[src/rtl/rcb_mac_pkg.sv]
// Shared types and constants for the signed-digit MAC sequencer.
package rcb_mac_pkg;

  typedef enum logic [1:0] {IDLE, RUN, DONE} state_e;

  localparam int unsigned DIGIT_W = 2;
  localparam int unsigned PROD_W  = 5;

endpackage

[src/rtl/rcb_digit_mul_cell.sv]
// 2-bit signed-digit approximate product cell; bit-exact, intentionally not a true multiplier.
module rcb_digit_mul_cell
  import rcb_mac_pkg::*;
(
  input  logic [DIGIT_W-1:0] d_a,
  input  logic [DIGIT_W-1:0] d_b,
  input  logic               sx,
  input  logic               sy,
  output logic [PROD_W-1:0]  p
);

  logic [2:0] x, y;
  logic       w;

  always_comb begin
    x = {sx & d_a[1], d_a};
    y = {sy & d_b[1], d_b};
    // Both digits equal to 2 -> the 4 term
    w = (x[1] & ~x[0]) & (y[1] & ~y[0]);
    p[0] = x[0] & y[0];
    p[1] = (x[1] & y[0]) ^ (x[0] & y[1]);
    p[4] = (x[2] ^ y[2]) & (x[1] | x[0]) & (y[1] | y[0]);
    p[3] = p[4];
    p[2] = w ^ p[4];
  end

endmodule

[src/rtl/rcb_digit_mac_seq.sv]
// Digit-serial shift-accumulate MAC around rcb_digit_mul_cell.
// Define RCB_MAC_SAT_EN for saturating accumulation and the sat_flag output.
module rcb_digit_mac_seq
  import rcb_mac_pkg::*;
#(
  parameter int unsigned W     = 8,
  parameter int unsigned ACC_W = 20
) (
  input  logic             clk,
  input  logic             rst_n,
  input  logic             in_valid,
  output logic             in_ready,
  input  logic [W-1:0]     op_a,
  input  logic [W-1:0]     op_b,
  input  logic             signed_mode,
  input  logic             acc_clr,
  output logic             out_valid,
  input  logic             out_ready,
  output logic [ACC_W-1:0] result,
`ifdef RCB_MAC_SAT_EN
  output logic             sat_flag,
`endif
  output logic             busy
);

  localparam int unsigned N   = W / DIGIT_W;
  localparam int unsigned CW  = (N > 1) ? $clog2(N) : 1;
  localparam int unsigned SHW = CW + 2;
  localparam logic [CW-1:0] LAST = CW'(N - 1);

  state_e             state_q;
  logic [W-1:0]       a_q, b_q;
  logic               sm_q;
  logic [CW-1:0]      i_q, j_q;
  logic [ACC_W-1:0]   acc_q, acc_d, pp;
  logic [DIGIT_W-1:0] d_a, d_b;
  logic               sx, sy;
  logic [PROD_W-1:0]  p;
  logic [SHW-1:0]     shamt;
  logic               in_ready_q, out_valid_q, busy_q;
`ifdef RCB_MAC_SAT_EN
  logic [ACC_W:0]     sum_x;
  logic               ovf;
  logic               sat_q;
`endif

  always_comb begin
    d_a   = a_q[{i_q, 1'b0} +: DIGIT_W];
    d_b   = b_q[{j_q, 1'b0} +: DIGIT_W];
    sx    = sm_q & (i_q == LAST);
    sy    = sm_q & (j_q == LAST);
    shamt = {({1'b0, i_q} + {1'b0, j_q}), 1'b0};
  end

  rcb_digit_mul_cell u_cell (
    .d_a (d_a),
    .d_b (d_b),
    .sx  (sx),
    .sy  (sy),
    .p   (p)
  );

  always_comb begin
    pp = {{(ACC_W - PROD_W){p[PROD_W-1]}}, p} << shamt;
`ifdef RCB_MAC_SAT_EN
    // One guard bit: overflow when it disagrees with the result sign
    sum_x = {acc_q[ACC_W-1], acc_q} + {pp[ACC_W-1], pp};
    ovf   = sum_x[ACC_W] ^ sum_x[ACC_W-1];
    if (!ovf) begin
      acc_d = sum_x[ACC_W-1:0];
    end else if (sum_x[ACC_W]) begin
      acc_d = {1'b1, {(ACC_W - 1){1'b0}}};
    end else begin
      acc_d = {1'b0, {(ACC_W - 1){1'b1}}};
    end
`else
    acc_d = acc_q + pp;
`endif
  end

  always_ff @(posedge clk or negedge rst_n) begin
    if (!rst_n) begin
      state_q     <= IDLE;
      a_q         <= '0;
      b_q         <= '0;
      sm_q        <= 1'b0;
      i_q         <= '0;
      j_q         <= '0;
      acc_q       <= '0;
      in_ready_q  <= 1'b0;
      out_valid_q <= 1'b0;
      busy_q      <= 1'b0;
`ifdef RCB_MAC_SAT_EN
      sat_q       <= 1'b0;
`endif
    end else begin
      unique case (state_q)
        IDLE: begin
          if (in_valid && in_ready_q) begin
            a_q        <= op_a;
            b_q        <= op_b;
            sm_q       <= signed_mode;
            i_q        <= '0;
            j_q        <= '0;
            in_ready_q <= 1'b0;
            busy_q     <= 1'b1;
            state_q    <= RUN;
            if (acc_clr) begin
              acc_q <= '0;
`ifdef RCB_MAC_SAT_EN
              sat_q <= 1'b0;
`endif
            end
          end else begin
            in_ready_q <= 1'b1;
          end
        end
        RUN: begin
          acc_q <= acc_d;
`ifdef RCB_MAC_SAT_EN
          if (ovf) sat_q <= 1'b1;
`endif
          if (j_q == LAST) begin
            j_q <= '0;
            if (i_q == LAST) begin
              busy_q      <= 1'b0;
              out_valid_q <= 1'b1;
              state_q     <= DONE;
            end else begin
              i_q <= i_q + 1'b1;
            end
          end else begin
            j_q <= j_q + 1'b1;
          end
        end
        DONE: begin
          if (out_ready) begin
            out_valid_q <= 1'b0;
            in_ready_q  <= 1'b1;
            state_q     <= IDLE;
          end
        end
        default: state_q <= IDLE;
      endcase
    end
  end

  assign in_ready  = in_ready_q;
  assign out_valid = out_valid_q;
  assign busy      = busy_q;
  assign result    = acc_q;
`ifdef RCB_MAC_SAT_EN
  assign sat_flag  = sat_q;
`endif

endmodule

[config.mk]
export PLATFORM = sky130hd
export DESIGN_NAME = rcb_digit_mac_seq
export DESIGN_NICKNAME = d
export VERILOG_FILES = /design/src/rtl/rcb_mac_pkg.sv /design/src/rtl/rcb_digit_mul_cell.sv /design/src/rtl/rcb_digit_mac_seq.sv
export SDC_FILE = /design/constraint.sdc
export NUM_CORES = 1
export LEC_CHECK = 0
export CORE_UTILIZATION = 29
export DETAILED_ROUTE_END_ITERATION = 10
export PLACE_DENSITY = 0.53
export SYNTH_ARGS = -nofsm -noshare
export SYNTH_HDL_FRONTEND = slang
export SYNTH_SLANG_ARGS = --single-unit
[constraint.sdc]
create_clock -name clk -period 8.3 [get_ports clk]
set_input_delay 1.245 -clock clk [delete_from_list [all_inputs] [get_ports clk]]
set_output_delay 1.245 -clock clk [all_outputs]
set_load 0.02 [all_outputs]
==> reports/summary.txt, run 1 <==
outcome - finished clean
Hold Slack - 0.506 ns
NumNets Final - 435
Mapped Area - 3250 sq um
Crit-path slowest cell - mux4_2
chip height - 108 microns
R2R Setup Slk - 3.85 ns
I/O Buffers - 44
Clock transition at path regs - 0.09 ns
hold path endpoint - a_q[3]$_DFFE_PN0P_
Net Count, Synth - 400
EDFF count, synth - 0
Worst-Margin Slew - 1.04 ns
ys async rst share - 100%
max-slew violation count - 0
routability cong. - 0.885
routed wl met3 - 286 microns
setup_tns - 0 ns
worst relative slew slack - 31.0%
CTS buffer count - 5
Clock Root Buffer - clkbuf_8
largest net degree at the start of global routing - 47
hold depth - 1
synthesis-to-layout area growth - 20.7%
Crit. End Element - register
VDD IR max - 170 uV
worst flop-to-flop path startpoint - j_q[0]$_DFFE_PN0P_
GRT overflow - 0
hpwl dp - 5.95 mm
post-synthesis cell type count - 55
CP most frequent cell - o21ai_0
vias in the first global route - 2687
Vias/cell - 5.28
top cells by area, synth - dfrtp_1 35%, ha_1 8.5%, mux2_2 6.6%
Worst Path Buf+Inv - 1
setup violators final - 0
final setup margin - 3.85 ns
clock latency at the later pin of the worst-skew pair - 0.31 ns
sequential cell area fraction in the yosys report - 35.4%
Clock Skews - 0.0122 ns
core area - 10900 sq um
switching power - 851 uW
Final Instance Count excl. Fillers - 530
Gate power share - 66.5%
layout cell share with drive strength beyond 1 - 10.5%
H-tree levels - 2
GRT Resource Usage Total - 14.4%
crit path time final - 4.45 ns
Post-route DRC - 0
DR vias - 2796
Top delay family on crit path - compound AO/OA/AOI/OAI gates
TritonRoute pass-1 iters - 4
drt total wl - 7.96 mm
Seq cells post-synth - 46
Post CTS Setup Buffer Count - 0
CTS sink count - 46
Setup crit start - j_q[0]$_DFFE_PN0P_
ys flop type - dfrtp_1
Ports - 45
Yosys Warn Count - 0
Placed Cells incl. Taps - 522
Yosys top cell area share - 35.4%
Top Metal Used - met4
Chip Width - 108 microns
Worst setup SP type - register
critical path class - register to register
PwrDens - 458 nW/um^2
syn avg cell area - 9.19 sq um
Filler Cell Count - 1112
register share of total power - 23.9%
post_cts resized - 0
Leak Pwr - 0.00165 uW
Antenna diodes - 0
met1 wire length - 3.73 mm
most common cell after layout, fill and taps aside - dfrtp_1
Wirelength per Cell - 15.0 microns
clock group share of total power - 9.6%
most frequent cells in the layout - 46 x dfrtp_1, 43 x clkdlybuf4s50_1, 34 x nand2_1, 34 x o21ai_0, 24 x a21oi_1
first-pass GRT wire length - 13.2 mm
Die ar. - 11600 sq um
Max Clk Rate - 225 MHz
Hold Vio Cnt, Final - 0
RSZ-0062 raised after global routing - false
Initial Utilization - 29.9%
max-capacitance violation count - 0
Switching Share - 47.3%
slowest stage delay, CP - 0.60 ns
Arrival @ worst endpoint - 4.64 ns
HP Start - a_q[3]$_DFFE_PN0P_
initial antenna violation count - 0
Int Pwr - 948 uW
crit-path max FO - 8
Final ANT Viol Nets - 0
CTS max path bufs - 2
crit-path cells - mux4_2 > o21ai_0 > mux2i_1 > a21oi_2 > inv_2 > nand2b_1 > o21ai_0 > ha_1 > a21oi_1 > o21ai_0 > a21o_1 > a2111oi_0 > nor3_1 > or3_1 > a32o_1
1st-iter DRT viols - 112
WP data required - 8.49 ns
post-synthesis cell count - 354
hold_buf cts - 0
Synth area leader - dfrtp_1
path type of the worst min-delay path - register to register
fin crit share - 53.6%
met2 routed WL - 3.84 mm
FF-to-FF End - result[16]$_DFFE_PN0P_
CTS tree - yes
Place WS - 3.86 ns
cells on worst reg2reg path - 15
Std-Cell Rows - 38
## flip-flops by register name, summed over array words and instances (netlist names)
register   flops
a_q            8
b_q            8
busy           1
i_q            2
in_ready       1
j_q            2
out_valid      1
result        20
sm_q           1
state_q        2
## metrics by stage
step	utilization [%]	total power, uW	instance area (sq um)
finish	36.1	1800	3930
global placement	35.0	1630	3820
CTS	36.1	1820	3930
global route	36.1	1960	3930
detailed placement	35.0	1640	3820
floorplan	-	1310	3250
## cell families (layout without fill, tap and decap cells)
kind of cell / Yosys count / in the layout / share of synthesized area (%)
buffers and inverters: 27 / 63 / 3.12
adders and majority gates: 24 / 24 / 9.69
muxes: 24 / 24 / 9.77
AOI/OAI and AO/OA: 118 / 118 / 23.0
xor gates and xnor gates: 16 / 16 / 4.31
and+or+nand+nor: 99 / 99 / 14.7
DFF: 46 / 46 / 35.4
## power groups by stage
stage | sequential [uW] | clock [uW] | combinational [uW]
6_report | 431 | 172 | 1200
5_1_grt | 449 | 191 | 1320
2_1_floorplan | 462 | 0 | 844
4_1_cts | 435 | 179 | 1200
3_3_place_gp | 440 | 0 | 1190
3_5_place_dp | 439 | 0 | 1200
## worst max path at each step
stage	slack, ns	depth (start not counted)	end
floorplan	4.40	13	result[16]$_DFFE_PN0P_
global placement	3.97	15	result[16]$_DFFE_PN0P_
detailed placement	3.86	15	result[16]$_DFFE_PN0P_
CTS	3.81	15	result[16]$_DFFE_PN0P_
global route	3.37	16	result[16]$_DFFE_PN0P_
finish	3.85	15	result[16]$_DFFE_PN0P_
## metal layers
layer | vias to the layer above | GRT usage [%]
li1 | 1376 | -
met1 | 1334 | 18.6
met2 | 74 | 25.4
met3 | 12 | 2.12
met4 | 0 | 3.33
met5 | - | 0
## cells in the mapped netlist, types with 3 or more instances
master    instances
a31oi_1           5
and3b_1           3
dfrtp_1          46
a21oi_1          24
a22o_1            5
o21a_1            3
xor2_1            6
o21ai_0          34
nor2_1           18
mux2_2           19
nand2b_1          7
ha_1             22
clkbuf_1         18
a21o_1           11
nand2_1          34
nand3_1          10
o31ai_1           4
nor3_1            9
o21ai_1           5
inv_1             8
nand4_1           4
mux4_2            3
o211ai_1          3
xnor2_1          10
a211o_1           3
## cell type report
| cell class | instances | area (sq um) | area share [%] |
|---|---|---|---|
| clock buffer | 6 | 72.6 | 1.85 |
| clock inverter | 2 | 37.5 | 0.956 |
| inverter | 9 | 33.8 | 0.860 |
| multi-input combinational | 281 | 2010 | 51.1 |
| sequential | 46 | 1150 | 29.3 |
| tap | 140 | 175 | 4.46 |
| timing repair buffer | 46 | 450 | 11.5 |
No activity file was read; power rests on OpenSTA's default activity.
==> run 2: changes to the inputs <==
clock period = 4.6 ns   (was 8.3 ns; I/O delays follow)
==> run 2 against run 1 <==
  * Die area unchanged
  * First-iteration DRC count increased by 0.89%
  * Register-to-register slack got worse by 3.5 ns
  * Non-clock buffer count increased by 1
  * Maximum frequency increased by 5.7%
  * Final area increased by 0.61%
  * Sequential share of layout area decreased by 0.11 points
  * Critical path type unchanged
==> reports/summary.txt, run 2 (synthesis gave the netlist of run 1 again) <==
DR vias - 2779
Clock transition at path regs - 0.10 ns
max-capacitance violation count - 0
Chip Width - 108 microns
synthesis-to-layout area growth - 21.4%
Wirelength per Cell - 15.4 microns
Place WS - 0.222 ns
CTS tree - yes
Initial Utilization - 29.9%
GRT overflow - 0
max reg flops - 20
worst relative slew slack - 30.4%
CTS sink count - 46
first-pass GRT wire length - 13.7 mm
total power draw - 3310 uW
Std-Cell Rows - 38
max-slew violation count - 0
crit path time final - 4.21 ns
Placed Cells incl. Taps - 523
largest net degree at the start of global routing - 47
fin crit share - 91.5%
TritonRoute pass-1 iters - 4
Ports - 45
I/O Buffers - 44
hpwl dp - 6.10 mm
Final Instance Count excl. Fillers - 531
setup_tns - 0 ns
GRT Resource Usage Total - 15.0%
WP data required - 4.77 ns
Crit-path slowest cell - mux4_2
layout cell share with drive strength beyond 1 - 12.0%
met1 wire length - 3.87 mm
Crit. End Element - register
drt total wl - 8.19 mm
H-tree levels - 2
core area - 10900 sq um
most frequent cells in the layout - 44 x dfrtp_1, 43 x clkdlybuf4s50_1, 34 x nand2_1, 34 x o21ai_0, 24 x a21oi_1
Antenna diodes - 0
Clock Root Buffer - clkbuf_8
Vias/cell - 5.23
routed wl met3 - 260 microns
Arrival @ worst endpoint - 4.38 ns
setup violators final - 0
CTS max path bufs - 2
clock latency at the later pin of the worst-skew pair - 0.30 ns
hold_buf cts - 0
NumNets Final - 436
VDD IR max - 259 uV
Leak Pwr - 0.00165 uW
Top Metal Used - met4
final setup margin - 0.390 ns
PwrDens - 837 nW/um^2
1st-iter DRT viols - 113
Worst-Margin Slew - 1.04 ns
routability cong. - 0.862
Post-DP Area - 3820 sq um
initial antenna violation count - 0
critical path class - register to register
fin area - 3950 sq um
vias in the first global route - 2780
Hold Vio Cnt, Final - 0
outcome - finished clean
Final ANT Viol Nets - 0
Clock Skews - 0.00833 ns
Max Clk Rate - 238 MHz
crit-path max FO - 6
post_cts resized - 0
slowest stage delay, CP - 0.58 ns
Die ar. - 11600 sq um
CTS buffer count - 5
path type of the worst min-delay path - register to register
Post-route DRC - 0
crit-path cells - mux4_2 > or4_1 > a21boi_1 > o21ai_1 > nand2_2 > o21ai_2 > nor3_1 > ha_1 > a21o_1 > a21o_1 > a211oi_2 > o31a_1 > o21ai_0 > xnor2_1 > o21ai_0
most common cell after layout, fill and taps aside - dfrtp_1
chip height - 108 microns
RSZ-0062 raised after global routing - false
met2 routed WL - 3.97 mm
Worst setup SP type - register
Post CTS Setup Buffer Count - 0
[run 2: changes by cell type in the layout (fill, tap and decap cells not counted), sizes merged]
| cell | previous run | this run |
|---|---|---|
| buf | 3 | 4 |
[run 2: power breakdown]
part,internal (uW),leakage [uW],switching [uW]
clock,162,0.0000514,152
combinational,969,0.00105,1240
sequential,606,0.000554,176
total,1740,0.00165,1570
[run 2: stage by stage]
stage               util [%]  hold WS (ns)
floorplan                  -         0.394
global placement        35.1         0.497
detailed placement      35.1         0.498
CTS                     36.1         0.521
global route            36.3         0.542
finish                  36.3         0.514
[run 2: final cells by class]
type / instances / area (sq um)
timing repair buffer: 47 / 458
sequential: 46 / 1150
multi-input combinational: 281 / 2020
fill: 1106 / 6940
clock inverter: 2 / 37.5
clock buffer: 6 / 72.6
tap: 140 / 175
inverter: 9 / 33.8
[run 2: worst max-delay path, delay by kind of cell, from the launching register on]
kind / cells / cell delay [ns]
AO/OA/AOI/OAI: 9 / 1.70
flip-flops: 1 / 0.45
adder cells (fa/ha/maj): 1 / 0.33
AND/OR/NAND/NOR: 3 / 0.89
XOR/XNOR: 1 / 0.14
multiplexers: 1 / 0.58
[run 2: routing by layer]
metal	up-vias	GRT usage, %
met3	8	2.54
met2	58	26.2
met4	0	3.82
met5	-	0
li1	1381	-
met1	1332	19.2
[run 2: path summary, 6_finish.rpt]
path	cells after the start	slack, ns	start	end
setup / recovery	15	0.39	i_q[0]$_DFFE_PN0P_	result[14]$_DFFE_PN0P_
hold / removal	1	0.51	b_q[4]$_DFFE_PN0P_	b_q[4]$_DFFE_PN0P_
setup reg to reg	15	0.39	i_q[0]$_DFFE_PN0P_	result[14]$_DFFE_PN0P_
hold reg to reg	1	0.51	b_q[4]$_DFFE_PN0P_	b_q[4]$_DFFE_PN0P_
max in group asynchronous	1	3.33	rst_n	j_q[0]$_DFFE_PN0P_
min in group asynchronous	1	0.56	rst_n	result[13]$_DFFE_PN0P_
==> run 3: changes to the inputs <==
--- a/config.mk
+++ b/config.mk
@@ -9,4 +9,5 @@
 export DETAILED_ROUTE_END_ITERATION = 10
 export PLACE_DENSITY = 0.53
+export SETUP_SLACK_MARGIN = 0.4
 export SYNTH_ARGS = -nofsm -noshare
 export SYNTH_HDL_FRONTEND = slang
==> constraint.sdc (replaced) <==
create_clock -name clk -period 4.6 [get_ports clk]
set_input_delay 0.69 -clock clk [delete_from_list [all_inputs] [get_ports clk]]
set_output_delay 0.69 -clock clk [all_outputs]
set_load 0.05 [all_outputs]
==> run 3 against run 2 <==
  * Non-clock buffer count is 13 higher
  * Final area is 5.7% higher
  * Critical path depth is 1 higher
  * Maximum frequency is 4.4% higher
  * Worst hold slack better by 0.0014 ns
  * Via count is 3.1% higher
  * Critical endpoint is now result[16]$_DFFE_PN0P_
==> reports/summary.txt, run 3 (synthesis gave the netlist of run 1 again) <==
FF-to-FF End - result[16]$_DFFE_PN0P_
hold path endpoint - b_q[1]$_DFFE_PN0P_
Vias/cell - 5.26
outcome - finished clean
Worst-Margin Slew - 1.04 ns
core area - 10900 sq um
CTS max path bufs - 2
most frequent cells in the layout - 44 x dfrtp_1, 43 x clkdlybuf4s50_1, 34 x nand2_1, 33 x o21ai_0, 22 x a21oi_1
H-tree levels - 2
clock latency at the later pin of the worst-skew pair - 0.31 ns
Arrival @ worst endpoint - 4.23 ns
most common cell after layout, fill and taps aside - dfrtp_1
fin crit share - 87.7%
Placed Cells incl. Taps - 523
CTS tree - yes
worst flop-to-flop path startpoint - j_q[0]$_DFFE_PN0P_
TritonRoute pass-1 iters - 4
max-capacitance violation count - 0
Clock Skews - 0.0110 ns
Worst setup SP type - register
DR vias - 2864
WP data required - 4.79 ns
GRT Resource Usage Total - 15.2%
setup violators final - 0
first-pass GRT wire length - 13.9 mm
Chip Width - 108 microns
synthesis-to-layout area growth - 28.4%
worst relative slew slack - 30.5%
setup_tns - 0 ns
path type of the worst min-delay path - register to register
R2R Setup Slk - 0.57 ns
hold depth - 1
crit path time final - 4.03 ns
Hold Vio Cnt, Final - 0
I/O Buffers - 44
NumNets Final - 449
HP Start - b_q[1]$_DFFE_PN0P_
cells on worst reg2reg path - 16
Clock transition at path regs - 0.09 ns
layout cell share with drive strength beyond 1 - 19.1%
largest net degree at the start of global routing - 47
Initial Utilization - 29.9%
chip height - 108 microns
Clock Root Buffer - clkbuf_8
max-slew violation count - 0
CTS sink count - 46
Hold Slack - 0.515 ns
Wirelength per Cell - 15.6 microns
Antenna diodes - 0
initial antenna violation count - 0
Die ar. - 11600 sq um
critical path class - register to register
1st-iter DRT viols - 110
vias in the first global route - 2812
max reg flops - 20
Max Clk Rate - 248 MHz
RSZ-0062 raised after global routing - false
Final ANT Viol Nets - 0
drt total wl - 8.51 mm
routability cong. - 0.862
CTS buffer count - 5
Ports - 45
Crit. End Element - register
Final Instance Count excl. Fillers - 544
Std-Cell Rows - 38
GRT overflow - 0
hpwl dp - 6.10 mm
Post-route DRC - 0
crit-path max FO - 8
run 3: changes by cell type in the layout (fill, tap and decap cells not counted), moves of 2 or more:
cell     previous run  this run
a21oi_1            24        22
buf_4               3        16
nor3_1              8         5
ha_1               21        18
nor3_2              2         5
ha_4                0         3
run 3: worst max-delay path by stage:
stage,start,to,slack [ns],depth (start not counted)
6_report,j_q[0]$_DFFE_PN0P_,result[16]$_DFFE_PN0P_,0.57,16
5_1_grt,i_q[1]$_DFFE_PN0P_,result[15]$_DFFE_PN0P_,0.36,16
3_5_place_dp,j_q[0]$_DFFE_PN0P_,result[14]$_DFFE_PN0P_,0.22,16
4_1_cts,i_q[0]$_DFFE_PN0P_,result[16]$_DFFE_PN0P_,0.42,15
3_3_place_gp,i_q[0]$_DFFE_PN0P_,result[16]$_DFFE_PN0P_,0.27,15
2_1_floorplan,i_q[0]$_DFFE_PN0P_,result[16]$_DFFE_PN0P_,0.70,13
run 3: layer usage:
metal	global-route usage [%]	vias to the layer above	wire, microns	part of all wire (%)
met5	0	-	0	0
met4	3.82	0	130	1.5
met3	2.54	13	270	3.2
met2	26.6	61	4230	50
met1	19.3	1390	3880	46
li1	-	1400	-	-
run 3: what timing repair did:
action	4_1_cts	5_1_grt
hold buffers	0	0
setup endpoints to repair	6	9
pin swaps	0	14
hold endpoints to repair	0	0
buffers inserted	2	11
gates resized for setup	7	25
run 3: layout make-up:
class	instances	area, sq um
tap	140	175
multi-input combinational	281	2150
clock inverter	2	37.5
sequential	46	1150
inverter	9	33.8
clock buffer	6	72.6
fill	1094	6710
timing repair buffer	60	556
run 3: critical path: stages, from the launching register on:
cell,delay [ns]
dfrtp_2,0.42
mux4_2,0.56
o21ai_0,0.23
mux2i_1,0.15
a21oi_2,0.26
inv_2,0.14
nand2b_4,0.11
a21boi_0,0.18
o22ai_1,0.12
ha_1,0.24
a21oi_2,0.18
o21ai_0,0.10
a21o_1,0.22
a2111oi_4,0.33
nor3_2,0.08
or3_1,0.34
a32o_1,0.25
run 3: stage by stage:
| step | area [sq um] | setup slack, ns | util [%] |
|---|---|---|---|
| global placement | 3820 | 0.268 | 35.1 |
| CTS | 3970 | 0.419 | 36.5 |
| finish | 4180 | 0.567 | 38.4 |
| detailed placement | 3820 | 0.222 | 35.1 |
| floorplan | 3250 | 0.696 | - |
| global route | 4180 | 0.365 | 38.4 |
Power of run 3 is left out: the tool's default activity adds up to more than one toggle a clock period on the data nets, which glitch-free logic cannot reach.
